<file path="src/rtl/relu_array.sv">
// relu_array: CH-lane signed activation unit (ReLU / leaky / clipped / bypass) with a
// 2-stage valid/ready pipeline and a saturating count of negative input lanes.
`default_nettype none

module relu_array #(
   parameter int DATA_W  = 8,
   parameter int CH      = 4,
   parameter int CNT_W   = 16,
   parameter int SHIFT_W = $clog2(DATA_W)
) (
   input  logic                 clk,
   input  logic                 rst_n,
   input  logic [1:0]           cfg_mode,
   input  logic [SHIFT_W-1:0]   cfg_leak_shift,
   input  logic [DATA_W-2:0]    cfg_clip,
   input  logic                 in_valid,
   output logic                 in_ready,
   input  logic [CH*DATA_W-1:0] in_data,
   output logic                 out_valid,
   input  logic                 out_ready,
   output logic [CH*DATA_W-1:0] out_data,
   input  logic                 clr_cnt,
   output logic [CNT_W-1:0]     neg_cnt
);

   localparam logic [1:0] MODE_RELU  = 2'd0;
   localparam logic [1:0] MODE_LEAKY = 2'd1;
   localparam logic [1:0] MODE_CLIP  = 2'd2;

   logic                 s1_valid;
   logic                 s2_valid;
   logic                 s1_ld;
   logic                 s2_ld;
   logic [CH*DATA_W-1:0] s1_data;
   logic [1:0]           s1_mode;
   logic [SHIFT_W-1:0]   s1_shift;
   logic [DATA_W-2:0]    s1_clip;
   logic [CH*DATA_W-1:0] act_data;
   logic [CNT_W:0]       neg_lanes;
   logic [CNT_W:0]       neg_sum;

   assign s2_ld     = !s2_valid || out_ready;
   assign s1_ld     = !s1_valid || s2_ld;
   assign in_ready  = s1_ld;
   assign out_valid = s2_valid;

   // Config is snapshotted with the beat so mid-stream changes only touch later beats.
   always_ff @(posedge clk or negedge rst_n) begin
      if (!rst_n) begin
         s1_valid <= 1'b0;
         s1_data  <= '0;
         s1_mode  <= '0;
         s1_shift <= '0;
         s1_clip  <= '0;
      end else if (s1_ld) begin
         s1_valid <= in_valid;
         if (in_valid) begin
            s1_data  <= in_data;
            s1_mode  <= cfg_mode;
            s1_shift <= cfg_leak_shift;
            s1_clip  <= cfg_clip;
         end
      end
   end

   for (genvar i = 0; i < CH; i++) begin : g_lane
      logic signed [DATA_W-1:0] x;
      logic signed [DATA_W-1:0] y;
      logic signed [DATA_W-1:0] clip_ext;

      assign x        = s1_data[i*DATA_W +: DATA_W];
      assign clip_ext = {1'b0, s1_clip};

      always_comb begin
         y = x;
         case (s1_mode)
            MODE_RELU: begin
               if (x[DATA_W-1]) y = '0;
            end
            MODE_LEAKY: begin
               if (x[DATA_W-1]) y = x >>> s1_shift;
            end
            MODE_CLIP: begin
               if (x[DATA_W-1])      y = '0;
               else if (x > clip_ext) y = clip_ext;
            end
            default: y = x;
         endcase
      end

      assign act_data[i*DATA_W +: DATA_W] = y;
   end

   // out_data only updates on a real beat so it holds its last value while idle.
   always_ff @(posedge clk or negedge rst_n) begin
      if (!rst_n) begin
         s2_valid <= 1'b0;
         out_data <= '0;
      end else if (s2_ld) begin
         s2_valid <= s1_valid;
         if (s1_valid) out_data <= act_data;
      end
   end

   always_comb begin
      neg_lanes = '0;
      for (int i = 0; i < CH; i++) begin
         neg_lanes = neg_lanes + (CNT_W+1)'(in_data[i*DATA_W + DATA_W - 1]);
      end
      neg_sum = {1'b0, neg_cnt} + neg_lanes;
   end

   always_ff @(posedge clk or negedge rst_n) begin
      if (!rst_n) begin
         neg_cnt <= '0;
      end else if (clr_cnt) begin
         neg_cnt <= '0;
      end else if (in_valid && in_ready) begin
         neg_cnt <= neg_sum[CNT_W] ? '1 : neg_sum[CNT_W-1:0];
      end
   end

endmodule

`default_nettype wire

</file>
<file path="config.mk">
export PLATFORM = sky130hd
export DESIGN_NAME = relu_array
export DESIGN_NICKNAME = d
export VERILOG_FILES = /design/src/rtl/relu_array.sv
export SDC_FILE = /design/constraint.sdc
export NUM_CORES = 1
export LEC_CHECK = 0
export CAP_MARGIN = 25
export CORE_ASPECT_RATIO = 1.25
export CORE_MARGIN = 4
export CORE_UTILIZATION = 60
export CTS_CLUSTER_SIZE = 40
export DETAILED_ROUTE_END_ITERATION = 10
export PLACE_DENSITY = 0.91
export SYNTH_ARGS = -nofsm -noshare
export SYNTH_HDL_FRONTEND = slang
export SYNTH_SLANG_ARGS = --single-unit
export TNS_END_PERCENT = 10
</file>
<file path="constraint.sdc">
create_clock -name clk -period 3.49 [get_ports clk]
set_input_delay 0.698 -clock clk [delete_from_list [all_inputs] [get_ports clk]]
set_output_delay 0.698 -clock clk [all_outputs]
set_load 0.01 [all_outputs]
</file>
==> out/metrics.cfg <==
[route]
met1_length_um = 8145
viasPerCell = 6.788
drc = 0
final_antenna_net_count = 0
route.met2.wl_um = 10190
num_vias = 7229
routedWlPerCell_um = 20.78
wl_met3_um = 2562
top_layer = met4
drt_wl_total_um = 22140
dr.pass1.iters = 7
dr.first_iter.drc_count = 843

[sta]
hold_ws_ns = 0.3491
drv_slew = 0
fin_crit_ns = 3.286
timing.fmax_mhz = 304.3
relSlewSlack = 0.4347
hold_viol_final = 0
finClkSkew_ns = 0.006946
final.period_utilization = 0.9415
setup_tns_ns = 0
tightestPinTransition_ns = 0.8440
rsz0062_at_grt = no
setup_viol = 0

[setup_path]
crit_arrival_ns = 3.54
crit_path_end_kind = register
worst_ep_required_time_ns = 3.74
critPathKind = primary input to register
crit_fanout = 14
start_kind = primary input

[clock_network]
post_cts_resized = 0
cts_setup_buffers = 0
clock_latency_ns = 0.35
cts_sinks = 94
tritoncts = done
clockBufferDepth = 2
cts-htree-levels = 3
cts_root_buffer = clkbuf_16
cts_inserted_buffers = 9
clk_pin_slew_ns = 0.07
hold_buffers = 0

[pwr]
p_leak_uw = 0.003778
vdd_drop_max_mv = 0.2954
p_per_area_nw_per_um2 = 482.2
total_power_uw = 4086

[die]
start_util = 0.6126
design.core.area_um2 = 11620
dieHeight_um = 129.8
ios = 99
die_area_um2 = 13680
fp-row-count = 44
die_w_um = 105.4

[place]
dp_cells = 1049
hpwl_um = 15170
place.gp.congestion = 1.023
port_buffers = 98

[yosys]
synth_cell_types = 64
syn_nets = 910
synth_flop_cell = dfrtp_1
synth_edf_count = 0
syn_area_um2 = 7116
synth_cells = 829
async_flop_share = 1.000
syn_area_per_cell_um2 = 8.583
ys_ff_latch = 94
yosysWarnings = 0
yosysSeqAreaShare = 0.3306

[finish]
fin_nets = 980
multi_input_area_um2 = 4373
drive_above_1_share = 0.1084
fill_cells = 840
fin_cells = 1065
diodes = 0
syn_to_final_growth_pct = 19.08
final_util = 0.7294
seqCellArea_um2 = 2352

[grt]
grt_max_degree = 49
grt_pass1_vias = 7075
grt.total_usage = 0.3274
grt_pass1_wl_um = 35880
antenna_found_initial = 0
overflow = 0

[flow_run]
maxCapViolations = 0

[worst_hold_path]
holdCritPathClass = primary input to async pin

[outcome]
outcome = finished clean

stage by stage:
| step | setup WS, ns | area, um2 |
|---|---|---|
| 6_report | 0.2042 | 8473 |
| 5_1_grt | 0.04794 | 8473 |
| 4_1_cts | 0.2087 | 8473 |
| 3_5_place_dp | -0.1773 | 8184 |
| 3_3_place_gp | -0.07163 | 8184 |
| 2_1_floorplan | 0.4156 | 7116 |
cell usage in the layout, fill, tap and decap left out, types with 5 or more instances in the layout:
cell             count
a211o_1              6
a211oi_1            12
a21o_1               5
a21oi_1             46
a221oi_1             6
a31o_2              11
and3_1               6
buf_4               25
clkbuf_16            9
clkdlybuf4s50_1     97
dfrtp_1             94
ha_1                29
inv_1               21
mux2_2               7
mux2i_1              9
mux4_2              18
nand2_1            189
nand2b_1             9
nand3_1             32
nand3b_1            11
nor2_1              40
nor2b_1              7
nor3_1               9
o2111ai_1           10
o211a_1             35
o21ai_0             59
o21bai_1             5
or4_1               23
layout make-up:
class                   count  share of cell area
inverters                  21            0.009303
well taps                 161             0.02377
flip-flops and latches     94              0.2776
repair buffers            123              0.1391
multi-input cells         650              0.5161
clock buffers               9             0.02658
clock inverters             7            0.007531
per-layer routing:
layer | global-route usage | vias to the layer above
li1 | - | 3184
met1 | 0.4292 | 3382
met2 | 0.5199 | 535
met3 | 0.05641 | 128
met4 | 0.1838 | 0
met5 | 0 | -
state kept, by name (all words and copies together), names as in the netlist:
| signal | cells |
|---|---|
| out_data | 32 |
| s1_data | 32 |
| neg_cnt | 16 |
| s1_clip | 7 |
| s1_shift | 3 |
| s1_mode | 2 |
| out_valid | 1 |
| s1_valid | 1 |
cell usage after synthesis, types with 10 or more instances:
| library cell | count | area (um2) |
|---|---|---|
| o21ai_0 | 59 | 295.3 |
| o211a_1 | 35 | 350.3 |
| ha_1 | 29 | 362.9 |
| clkbuf_1 | 28 | 105.1 |
| dfrtp_1 | 94 | 2352 |
| a21oi_1 | 46 | 230.2 |
| a31o_2 | 11 | 96.34 |
| mux4_2 | 18 | 405.4 |
| nand2_1 | 189 | 709.4 |
| nand3b_1 | 11 | 82.58 |
| buf_2 | 24 | 120.1 |
| or4_1 | 23 | 172.7 |
| inv_1 | 21 | 78.83 |
| nor2_1 | 40 | 150.1 |
| nand3_1 | 32 | 160.2 |
| o2111ai_1 | 10 | 87.58 |
| a211oi_1 | 12 | 90.09 |
kinds of logic (layout without fill, tap and decap cells):
logic type,count (synthesis),in the layout,synth area share
AO/OA/AOI/OAI,223,223,0.2254
adder cells (fa/ha/maj),32,32,0.05943
buffers and inverters,85,160,0.05504
flip-flops,94,94,0.3306
multiplexers,36,36,0.08651
AND/OR/NAND/NOR,359,359,0.2430
worst max-delay path, stage by stage:
cell and delay (ns):
clkdlybuf4s50_1 0.45, fa_1 0.54, inv_1 0.05, fa_1 0.39, inv_1 0.09, fa_1 0.19, and3_1 0.21, nand2_1 0.09
or3_4 0.49, o21a_1 0.15, nor3_1 0.19
path summary, 6_finish.rpt:
path,startpoint,end,slack (ns),cells after the start
max in group asynchronous,rst_n,s1_shift[0],2.46,2
worst min register to register,out_data[31],out_data[31],0.48,2
worst min-delay path,rst_n,out_data[2],0.35,1
min in group clk,out_data[31],out_data[31],0.48,2
worst max register to register,s1_clip[2],out_data[17],0.91,8
worst max-delay path,in_data[7],neg_cnt[3],0.20,11
power by group:
group / internal (uW) / leakage [uW] / total, uW / switching (uW)
logic: 727 / 0.00247 / 1550 / 819
registers: 1260 / 0.00117 / 1560 / 298
clock network: 500 / 0.000136 / 983 / 483
Note: power is estimated with default switching activity, not from simulation.
